## src/rtl/cfg_reg_pkg.sv

```systemverilog
// Shared constants for the configuration register file: error codes and the
// default system register map (ALU cfg, UART cfg, divider ratio, status).
package cfg_reg_pkg;

  localparam int unsigned ERR_W = 2;

  localparam logic [ERR_W-1:0] ERR_NONE  = 2'd0;
  localparam logic [ERR_W-1:0] ERR_RANGE = 2'd1;
  localparam logic [ERR_W-1:0] ERR_RO    = 2'd2;

  localparam int unsigned SYS_WIDTH = 8;
  localparam int unsigned SYS_DEPTH = 16;

  // Registers 0..3 (ALU cfg, UART cfg, div ratio, status) are bus read-only.
  localparam logic [SYS_DEPTH-1:0] SYS_RO_MASK = 16'h000F;

  localparam logic [SYS_DEPTH*SYS_WIDTH-1:0] SYS_RST_VALUES =
    {96'h0, 8'h00, 8'h20, 8'h00, 8'h81};

endpackage

```

## src/rtl/cfg_rsp_slot.sv

```systemverilog
// Single-entry valid/ready response register for bus reads; also produces
// the request-ready signal, which is high whenever the slot can take a new entry.
module cfg_rsp_slot #(
  parameter int unsigned WIDTH = 8
) (
  input  logic             clk,
  input  logic             rst_n,
  input  logic             load_i,
  input  logic [WIDTH-1:0] data_i,
  input  logic             err_i,
  input  logic             rsp_ready_i,
  output logic             req_ready_c,
  output logic             rsp_valid_o,
  output logic [WIDTH-1:0] rsp_data_o,
  output logic             rsp_err_o
);

  logic             valid_q, valid_d;
  logic [WIDTH-1:0] data_q, data_d;
  logic             err_q, err_d;

  assign req_ready_c = !valid_q || rsp_ready_i;

  // A load always wins; otherwise a consumed entry empties the slot.
  always_comb begin
    valid_d = valid_q;
    data_d  = data_q;
    err_d   = err_q;
    if (load_i) begin
      valid_d = 1'b1;
      data_d  = data_i;
      err_d   = err_i;
    end else if (rsp_ready_i) begin
      valid_d = 1'b0;
    end
  end

  always_ff @(posedge clk or negedge rst_n) begin
    if (!rst_n) begin
      valid_q <= 1'b0;
      data_q  <= '0;
      err_q   <= 1'b0;
    end else begin
      valid_q <= valid_d;
      data_q  <= data_d;
      err_q   <= err_d;
    end
  end

  assign rsp_valid_o = valid_q;
  assign rsp_data_o  = data_q;
  assign rsp_err_o   = err_q;

endmodule

```

## src/rtl/cfg_reg_file.sv

```systemverilog
// Parametrised configuration/status register file with bus request/response
// access, read-only protection, a hardware update port and exported registers.
module cfg_reg_file
  import cfg_reg_pkg::*;
#(
  parameter int unsigned WIDTH         = 8,
  parameter int unsigned DEPTH         = 16,
  parameter int unsigned ADDRESS_WIDTH = 4,
  parameter int unsigned NUM_EXPORT    = 4,
  parameter logic [DEPTH-1:0]       RO_MASK    = '0,
  parameter logic [DEPTH*WIDTH-1:0] RST_VALUES = '0
) (
  input  logic                          CLK,
  input  logic                          RST,
  input  logic                          WrEn,
  input  logic                          RdEn,
  input  logic [ADDRESS_WIDTH-1:0]      Address,
  input  logic [WIDTH-1:0]              WrData,
  output logic                          Req_Ready,
  output logic [WIDTH-1:0]              RdData,
  output logic                          RdData_Valid,
  input  logic                          RdData_Ready,
  output logic                          RdData_Err,
  output logic                          Wr_Err,
  input  logic                          HW_WrEn,
  input  logic [ADDRESS_WIDTH-1:0]      HW_Address,
  input  logic [WIDTH-1:0]              HW_WrData,
  output logic [NUM_EXPORT*WIDTH-1:0]   REG_OUT
);

  localparam int unsigned AW1   = ADDRESS_WIDTH + 1;
  localparam int unsigned IDX_W = (DEPTH > 1) ? $clog2(DEPTH) : 1;

  logic [WIDTH-1:0] reg_q [DEPTH];
  logic [WIDTH-1:0] reg_d [DEPTH];
  logic [DEPTH-1:0] bus_hit;
  logic [DEPTH-1:0] hw_sel;

  logic             req_ready;
  logic             bus_in_range;
  logic             wr_acc, rd_acc, wr_ok;
  logic             ro_hit, hw_collide;
  logic [ERR_W-1:0] wr_code, rd_code;
  logic [WIDTH-1:0] rd_data;
  logic             wr_err_q, wr_err_d;

  assign bus_in_range = ({1'b0, Address} < AW1'(DEPTH));
  assign wr_acc       = WrEn && req_ready;
  assign rd_acc       = RdEn && !WrEn && req_ready;
  assign ro_hit       = |(bus_hit & RO_MASK);
  assign hw_collide   = |(bus_hit & hw_sel);
  assign wr_ok        = wr_acc && bus_in_range && !ro_hit;

  // Per-register decode and storage; the hardware port overrides the bus.
  for (genvar g = 0; g < DEPTH; g++) begin : g_reg
    assign bus_hit[g] = (Address == ADDRESS_WIDTH'(g));
    assign hw_sel[g]  = HW_WrEn && (HW_Address == ADDRESS_WIDTH'(g));
    assign reg_d[g]   = hw_sel[g]              ? HW_WrData :
                        (wr_ok && bus_hit[g])  ? WrData    : reg_q[g];

    always_ff @(posedge CLK or negedge RST) begin
      if (!RST) reg_q[g] <= RST_VALUES[g*WIDTH +: WIDTH];
      else      reg_q[g] <= reg_d[g];
    end
  end

  // Rejected bus writes are silent when the HW port writes the same register.
  always_comb begin
    wr_code = ERR_NONE;
    if (wr_acc && !hw_collide) begin
      if (!bus_in_range) wr_code = ERR_RANGE;
      else if (ro_hit)   wr_code = ERR_RO;
    end
  end

  assign rd_code  = bus_in_range ? ERR_NONE : ERR_RANGE;
  assign rd_data  = bus_in_range ? reg_q[Address[IDX_W-1:0]] : '0;
  assign wr_err_d = (wr_code != ERR_NONE);

  always_ff @(posedge CLK or negedge RST) begin
    if (!RST) wr_err_q <= 1'b0;
    else      wr_err_q <= wr_err_d;
  end

  cfg_rsp_slot #(
    .WIDTH (WIDTH)
  ) u_rsp_slot (
    .clk         (CLK),
    .rst_n       (RST),
    .load_i      (rd_acc),
    .data_i      (rd_data),
    .err_i       (rd_code != ERR_NONE),
    .rsp_ready_i (RdData_Ready),
    .req_ready_c (req_ready),
    .rsp_valid_o (RdData_Valid),
    .rsp_data_o  (RdData),
    .rsp_err_o   (RdData_Err)
  );

  assign Req_Ready = req_ready;
  assign Wr_Err    = wr_err_q;

  for (genvar g = 0; g < NUM_EXPORT; g++) begin : g_export
    assign REG_OUT[g*WIDTH +: WIDTH] = reg_q[g];
  end

endmodule

```

## config.mk

```make
export PLATFORM = sky130hd
export DESIGN_NAME = cfg_reg_file
export DESIGN_NICKNAME = d
export VERILOG_FILES = /design/src/rtl/cfg_reg_pkg.sv /design/src/rtl/cfg_rsp_slot.sv /design/src/rtl/cfg_reg_file.sv
export SDC_FILE = /design/constraint.sdc
export NUM_CORES = 1
export LEC_CHECK = 0
export ABC_AREA = 1
export ABC_CLOCK_PERIOD_IN_PS = 1490
export CAP_MARGIN = 20
export CORE_MARGIN = 3
export CORE_UTILIZATION = 53
export DETAILED_ROUTE_END_ITERATION = 10
export HOLD_SLACK_MARGIN = 0.15
export PLACE_DENSITY = 0.75
export SYNTH_ARGS = -nofsm -noshare
export SYNTH_HDL_FRONTEND = slang
export SYNTH_SLANG_ARGS = --single-unit
```

## constraint.sdc

```tcl
create_clock -name CLK -period 1.49 [get_ports CLK]
set_input_delay 0.298 -clock CLK [delete_from_list [all_inputs] [get_ports CLK]]
set_output_delay 0.298 -clock CLK [all_outputs]
set_load 0.01 [all_outputs]
```

==> results of run 1 <==
layer usage:
metal / vias up / share of wire [%]
li1: 4107 / -
met1: 4096 / 39
met2: 617 / 43
met3: 133 / 13
met4: 0 / 5.8
met5: - / 0
repair_timing:
item | in CTS | in global routing
hold buffers | 1 | 0
setup buffers | 9 | 1
gates resized for setup | 73 | 68
hold endpoints to repair | 137 | 0
gates cloned | 0 | 1
endpoints found under the setup margin | 91 | 114
pin swaps | 5 | 16
cells in the mapped netlist (all sizes together):
| master | instances | area (µm²) |
|---|---|---|
| dfrtp | 137 | 3430 |
| o211ai | 37 | 278 |
| inv | 81 | 304 |
| nand3 | 68 | 345 |
| clkbuf | 42 | 158 |
| o21ai | 136 | 714 |
| nor2 | 80 | 345 |
| a31oi | 6 | 37.5 |
| nor3 | 2 | 20.0 |
| conb | 1 | 3.75 |
| nand2 | 502 | 1890 |
| a21oi | 9 | 45.0 |
| nand4 | 34 | 213 |
| o22ai | 10 | 62.6 |
| buf | 55 | 358 |
| clkinv | 6 | 22.5 |
flip-flops by register name (all words and copies together) (netlist names):
| signal | flops |
|---|---|
| REG_OUT | 32 |
| reg_q | 96 |
| u_rsp_slot.rsp_data_o | 8 |
| u_rsp_slot.rsp_valid_o | 1 |
through the flow:
stage	setup TNS, ns	setup WS, ns	util (%)	cell area, µm²	power, mW
floorplan	0	0.0147	-	8250	7.15
global placement	-51.20	-0.489	66.1	9830	8.49
detailed placement	-55.31	-0.588	66.1	9830	8.58
CTS	-0.0803	-0.0279	71.1	10600	12.9
global route	-3.14	-0.100	72.4	10800	13.7
finish	-0.769	-0.0572	72.4	10800	13.1
where the power goes:
group | switching, mW | total [mW] | internal [mW] | leakage [nW]
sequential | 0.719 | 5.36 | 4.64 | 1.69
clock | 1.64 | 4.47 | 2.83 | 0.291
combinational | 1.86 | 3.25 | 1.38 | 3.45
area by class of cell:
type	instances	area, µm²
multi-input combinational	886	4150
clock buffer	19	443
timing repair buffer	198	2000
sequential	137	3430
fill	1162	4100
inverter	87	335
clock inverter	12	174
tap	184	230
critical path, stage by stage, from the launching register on:
cell and delay (ns):
dfrtp_1 0.41, nand2_4 0.09, buf_12 0.12, nand2_8 0.07
nor2_2 0.30, buf_6 0.23, nand4_1 0.11, o211ai_1 0.12
cell families (layout without fill, tap and decap cells):
family                 after synthesis  count (layout)
and+or+nand+nor                    686             686
buffers and inverters              184             316
other                                1               2
DFF                                137             137
AOI/OAI and AO/OA                  198             198
final timing paths:
check                                        from                     end  slack [ns]
max in group asynchronous                     RST               reg_q[26]        0.62
max reg2reg                u_rsp_slot.rsp_valid_o               reg_q[11]       -0.06
min in group CLK                             RdEn  u_rsp_slot.rsp_valid_o        0.46
min reg2reg                             reg_q[23]               reg_q[23]        0.49
min                                           RST              REG_OUT[9]        0.30
max                        u_rsp_slot.rsp_valid_o               reg_q[11]       -0.06
==> flow_summary_export.csv, run 1 <==
group,metric,value,unit
run_status,status,"finished, violations left",
run_status,violations,"negative setup slack",
global_route,grt_pass1_vias,8050,
pwr,p_per_area,1210,nW/µm²
clocking,clkTransAtPathRegs,0.06,ns
die,initial_core_util,55.3,%
die,rows,44,
logic_synthesis,synth_compound_area_share,13.8,%
global_route,met3_usage,9.59,%
timing,rsz0062_at_grt,"yes",
setup_path,crit_arrival,1.88,ns
global_route,grt_pass1_wl,44.9,mm
logic_synthesis,seq_area_frac_synth,41.7,%
die,core_region_area,14900,µm²
cells_and_area,drive_gt1_share,17.0,%
route,drt-wirelength-per-cell,19.2,µm
setup_path,worst_setup_path_end_kind,"flip-flop",
logic_synthesis,synthAdderAreaFrac,0,%
die,design.die.area,17100,µm²
route,drtPass1Iterations,7,
setup_path,path_max_fanout,16,
clocking,htree_levels,4,
job,maxCapViolCount,0,
timing,slew_viol_final,0,
setup_path,worstPathRequired,1.82,ns
global_route,grt_usage,35.2,%
placement,place_hpwl,19.7,mm
global_route,grt_max_degree,54,
logic_synthesis,syn_avg_cell_area,6.82,µm²
logic_synthesis,synth_simple_gate_area_share,34.2,%
pwr,peakVddDrop,0.891,mV
clocking,cts_tree,"done",
cells_and_area,antennaDiodeCount,0,
timing,setup_violations,29,
clocking,numClockSinks,137,
timing,hold_violations,0,
logic_synthesis,netlist_area,8230,µm²
die,die_h,131,µm
logic_synthesis,synthDistinctLibCells,26,
min_path,holdCritPathClass,"input pin to asynchronous set/reset pin",
timing,fin_crit,1.55,ns
global_route,antenna_found_initial,0,
placement,port_buffers,71,
timing,finalCritPeriodShare,104,%
logic_synthesis,synthXorXnorAreaFrac,0,%
setup_path,critPathKind,"flip-flop to flip-flop",
logic_synthesis,synthMuxAreaShare,0,%
cells_and_area,final_common_cell,"nand2_1",
die,die_w,131,µm
route,via_count,8953,
timing,clock.fmax,646,MHz
pwr,p_leak,5.43,nW
route,drc,0,
die,boundaryPins,74,
route,ant_nets,0,
timing,layout_setup_ws,-0.0572,ns
cells_and_area,nets,1357,
cells_and_area,stdcell_count,1523,
placement,dp.cells,1481,
global_route,use_met1,48.7,%
cells_and_area,final_cell_mix,"nand2_1, dfrtp_1, o21ai_0, buf_4, inv_1",
route,via_per_inst,5.88,
route,drt_wl_total,29.2,mm
setup_path,ff2ff_path_depth,7,
logic_synthesis,syn_inst,1206,
clocking,clk_path_buf_depth,2,
timing,holdWs,0.305,ns
route,first_iter_violations,1111,
logic_synthesis,synth-seq-cells,137,
logic_synthesis,yosysWarningCount,0,
clocking,cts_buffers,17,
global_route,grt-ovfl-total,0,
logic_synthesis,synth_top_family_by_area,"simple AND/OR/NAND/NOR gates",
setup_path,start_kind,"flip-flop",
clocking,clk_latency,0.43,ns
global_route,use_met2,50.0,%
cells_and_area,syn_to_final_growth,30.9,%
global_route,gr-max-usage-layer,"met2",
timing,finClkSkew,0.0104,ns
clocking,cts-root-buf,"clkbuf_16",
placement,globalplace.congestion,0.988,
Power figures use the tool's default switching activity.
==> run 2, diff against run 1 <==
TNS_END_PERCENT = 20   (was not set)
==> run 2 against run 1 <==
Compared with the run above:
- via count down 1.4%
- utilization shrank 1.8 points
- non-clock buffer count decreased by 8
- largest power group unchanged
- critical path depth unchanged
- combinational power is 3% lower
- sequential share of layout area up 0.80 points
- highest routed layer unchanged
- wire length is 1.2% lower
- design area fell by 2.5%
- sequential cell count is the same
- critical endpoint is now reg_q[69]
- the run still ends with negative setup slack left
- sequential power is essentially flat
- clock-buffer cell count unchanged
- hold slack worse by 0.0084 ns
==> flow_summary_export.csv, run 2 (synthesis results as in run 1) <==
group,metric,value,unit
cells_and_area,syn_to_final_growth,27.7,%
cells_and_area,fin_area,10500,µm²
timing,finClkSkew,0.00861,ns
die,initial_core_util,55.3,%
placement,place_hpwl,19.7,mm
pwr,p_per_area,1240,nW/µm²
timing,clock.fmax,659,MHz
pwr,peakVddDrop,0.871,mV
clocking,clk_latency,0.43,ns
timing,finalCritPeriodShare,102,%
cells_and_area,finalCoreUtilization,70.7,%
route,drt-wirelength-per-cell,19.1,µm
route,drt_wl_total,28.9,mm
pwr,power,13.0,mW
setup_path,start_kind,"flip-flop",
timing,rsz0062_at_grt,"yes",
die,core_region_area,14900,µm²
timing,setup_violations,2,
cells_and_area,nets,1350,
die,rows,44,
placement,dp.cells,1481,
route,ant_nets,0,
cells_and_area,antennaDiodeCount,0,
timing,fin_crit,1.52,ns
timing,layout_setup_ws,-0.0275,ns
placement,pre_cts_slack,-0.588,ns
setup_path,critPathKind,"flip-flop to flip-flop",
die,design.die.area,17100,µm²
setup_path,worst_setup_path_end_kind,"flip-flop",
timing,finalSetupTns,-0.0296,ns
clocking,clk_path_buf_depth,2,
setup_path,path_max_fanout,16,
route,first_iter_violations,1161,
die,boundaryPins,74,
pwr,p_leak,5.32,nW
placement,globalplace.congestion,0.988,
min_path,holdCritPathClass,"input pin to asynchronous set/reset pin",
global_route,grt_pass1_vias,7930,
clocking,htree_levels,4,
global_route,antenna_found_initial,0,
die,die_w,131,µm
route,drtPass1Iterations,6,
run_status,violations,"negative setup slack",
global_route,grt_max_degree,54,
timing,hold_violations,0,
run_status,status,"finished, violations left",
cells_and_area,largest-register,"reg_q",
timing,slew_viol_final,0,
global_route,grt_pass1_wl,44.7,mm
cells_and_area,drive_gt1_share,15.0,%
setup_path,worstPathRequired,1.83,ns
clocking,numClockSinks,137,
placement,placed_area,9830,µm²
placement,port_buffers,71,
cells_and_area,fill_cells,1203,
clocking,cts_buffers,17,
job,maxCapViolCount,0,
cells_and_area,largest_reg_flops,96,
cells_and_area,final_cell_mix,"nand2_1, dfrtp_1, o21ai_0, buf_4, inv_1",
route,drc,0,
setup_path,crit_arrival,1.85,ns
clocking,clkTransAtPathRegs,0.06,ns
timing,holdWs,0.296,ns
cells_and_area,final_common_cell,"nand2_1",
clocking,cts-root-buf,"clkbuf_16",
route,via_count,8826,
global_route,grt_usage,35.0,%
cells_and_area,stdcell_count,1516,
route,via_per_inst,5.82,
clocking,cts_tree,"done",
global_route,grt-ovfl-total,0,
die,die_h,131,µm
==> run 2: final cells by class <==
class | count | area [µm²] | area share, %
Clock buffer | 19 | 443 | 4.22
Tap cell | 184 | 230 | 2.19
Inverter | 87 | 330 | 3.14
Clock inverter | 12 | 174 | 1.66
Sequential cell | 137 | 3430 | 32.6
Multi-Input combinational cell | 887 | 4040 | 38.5
Timing Repair Buffer | 190 | 1860 | 17.7
==> run 2: report_power, final <==
part | internal [mW] | switching, mW | leakage, nW
clock network | 2.83 | 1.66 | 0.291
registers | 4.64 | 0.700 | 1.69
logic | 1.33 | 1.82 | 3.35
total | 8.80 | 4.18 | 5.32
==> run 2: worst paths after layout <==
kind / slack, ns / from / endpoint / cells past startpoint
min: 0.30 / RST / REG_OUT[9] / 2
min reg2reg: 0.49 / reg_q[35] / reg_q[35] / 2
max reg2reg: -0.03 / u_rsp_slot.rsp_valid_o / reg_q[69] / 7
max in group asynchronous: 0.63 / RST / reg_q[26] / 3
min in group CLK: 0.46 / RdEn / u_rsp_slot.rsp_valid_o / 3
max: -0.03 / u_rsp_slot.rsp_valid_o / reg_q[69] / 7
==> run 2: timing repair <==
action,CTS,global route
resized for setup,58,22
pin swaps,1,3
endpoints found under the setup margin,91,103
endpoints found under the hold margin,137,0
cloned,0,1
hold buffers,1,0
buffers inserted,2,0
==> run 2: routing by layer <==
metal | track usage [%] | part of all wire (%)
met4 | 17.5 | 5.8
met2 | 50.3 | 42
met5 | 0 | 0
met3 | 9.51 | 13
met1 | 48.6 | 39
==> run 2: worst max-delay path, stage by stage (launching register included) <==
cell     delay, ns
dfrtp_1       0.40
nand2_4       0.11
nand2_4       0.11
buf_12        0.16
o21ai_2       0.17
buf_12        0.15
o21ai_0       0.10
o22ai_1       0.21
==> run 3, diff against run 2 <==
PLACE_DENSITY = 0.77   (was 0.75)
==> run 3 against run 2 <==
Compared with the run above:
- the run still ends with negative setup slack left
- global-route usage rose by 0.086 points
- first-iteration DRC count rose by 38%
- largest cell class unchanged
- cell count rose by 1.5%
- critical endpoint is now reg_q[56]
- register-to-register slack got worse by 0.08 ns
- critical path type unchanged
==> flow_summary_export.csv, run 3 (synthesis results as in run 1) <==
group,metric,value,unit
route,ant_nets,0,
setup_path,cp_top_family,"flip-flops",
cells_and_area,final_cell_mix,"nand2_1, dfrtp_1, o21ai_0, buf_4, nor2_1",
placement,globalplace.congestion,0.965,
global_route,grt_usage,35.0,%
placement,pre_cts_slack,-0.544,ns
setup_path,r2r-end,"reg_q[56]",
setup_path,path_cells,"nand2_2 > buf_6 > nand4_1 > buf_4 > o21ai_4 > nand3_1 > o21ai_0",
timing,layout_setup_ws,-0.109,ns
clocking,htree_levels,4,
timing,finalCritPeriodShare,107,%
setup_path,path_buf_inv,2,
setup_path,start_kind,"flip-flop",
cells_and_area,stdcell_count,1538,
timing,finClkSkew,0.00780,ns
pwr,p_per_area,1170,nW/µm²
setup_path,reg2reg_from,"u_rsp_slot.rsp_valid_o",
cells_and_area,largest-register,"reg_q",
clocking,cts_tree,"done",
global_route,grt_pass1_vias,8222,
timing,hold_violations,0,
die,design.die.area,17100,µm²
die,die_h,131,µm
route,drt_wl_total,29.6,mm
placement,placed_area,9900,µm²
cells_and_area,syn_to_final_growth,29.8,%
route,via_per_inst,5.84,
route,via_count,8986,
setup_path,crit_arrival,1.92,ns
timing,fin_crit,1.60,ns
cells_and_area,final_common_cell,"nand2_1",
min_path,holdCritPathClass,"input pin to asynchronous set/reset pin",
cells_and_area,finalCoreUtilization,71.8,%
clocking,clk_path_buf_depth,2,
cells_and_area,multi_input_area,4100,µm²
setup_path,slowest_delay,0.39,ns
setup_path,rrSetupSlack,-0.11,ns
global_route,grt_max_degree,38,
clocking,clk_latency,0.43,ns
timing,clock.fmax,625,MHz
route,first_iter_violations,1599,
setup_path,worstPathRequired,1.81,ns
setup_path,ff2ff_path_depth,7,
cells_and_area,fill_cells,1189,
clocking,cts-root-buf,"clkbuf_16",
die,initial_core_util,55.3,%
global_route,grt_pass1_wl,45.0,mm
clocking,clkTransAtPathRegs,0.06,ns
die,core_region_area,14900,µm²
pwr,peakVddDrop,0.865,mV
die,die_w,131,µm
setup_path,path_max_fanout,8,
timing,rsz0062_at_grt,"yes",
job,maxCapViolCount,0,
placement,dp.cells,1494,
setup_path,cp.depth,7,
timing,holdWs,0.342,ns
timing,setup_violations,4,
pwr,p_leak,5.39,nW
placement,port_buffers,71,
cells_and_area,nets,1371,
route,drtPass1Iterations,6,
setup_path,worst_setup_path_end_kind,"flip-flop",
clocking,cts_buffers,17,
run_status,violations,"negative setup slack",
placement,place_hpwl,20.1,mm
cells_and_area,drive_gt1_share,17.1,%
clocking,numClockSinks,137,
global_route,antenna_found_initial,1,
route,drt-wirelength-per-cell,19.2,µm
die,boundaryPins,74,
run_status,status,"finished, violations left",
die,rows,44,
setup_path,critPathKind,"flip-flop to flip-flop",
cells_and_area,fin_area,10700,µm²
route,drc,0,
setup_path,critPathSlowestCell,"dfrtp_1",
cells_and_area,seqCellArea,3430,µm²
cells_and_area,largest_reg_flops,96,
timing,slew_viol_final,0,
global_route,grt-ovfl-total,0,
run 3: cell count changes in the layout (fill, tap and decap cells not counted), sizes merged:
cell           previous run  this run
buf                     121       140
bufinv                    4         0
clkbuf                   19        25
clkdlybuf4s50            19        20
clkinvlp                  4         6
diode                     0         1
dlygate4sd2              43        42
inv                      82        80
run 3: final cells by class:
type | instances | share of cell area, %
antenna | 1 | 0.0234
inverter | 87 | 3.13
timing repair buffer | 209 | 18.9
sequential | 137 | 32.1
tap | 184 | 2.16
clock inverter | 6 | 0.363
timing repair inverter | 2 | 0.0937
multi-input combinational | 887 | 38.4
clock buffer | 25 | 4.83
run 3: worst max path at each step:
stage	startpoint	end
after floorplan	u_rsp_slot.rsp_valid_o	REG_OUT[26]
after global placement	Address[1]	u_rsp_slot.rsp_data_o[4]
final	u_rsp_slot.rsp_valid_o	reg_q[56]
after global routing	u_rsp_slot.rsp_valid_o	reg_q[56]
after detailed placement	Address[3]	reg_q[12]
after CTS	u_rsp_slot.rsp_valid_o	reg_q[28]
run 3: timing repair:
item | in CTS | in global routing
setup buffers | 2 | 5
hold endpoints to repair | 131 | 0
gates cloned | 0 | 4
resized for setup | 58 | 61
hold buffers | 1 | 0
pin swaps | 1 | 6
setup endpoints to repair | 111 | 108
run 3: metrics by stage:
step | total power, mW | setup TNS [ns]
after floorplan | 7.15 | 0
after global placement | 8.46 | -53.72
after detailed placement | 8.56 | -56.47
after CTS | 12.3 | -1.28
after global routing | 13.1 | -1.64
final | 12.5 | -0.178
run 3: routing by layer:
metal	up-vias	track usage, %	wire (µm)
met5	-	0	0
met4	0	15.6	1320
met3	111	10.7	3880
met2	624	49.8	12700
met1	4109	49.4	11700
li1	4142	-	-
run 3: power by group:
part | switching [mW] | internal (mW)
sequential | 0.658 | 4.64
combinational | 1.86 | 1.37
clock | 1.61 | 2.38
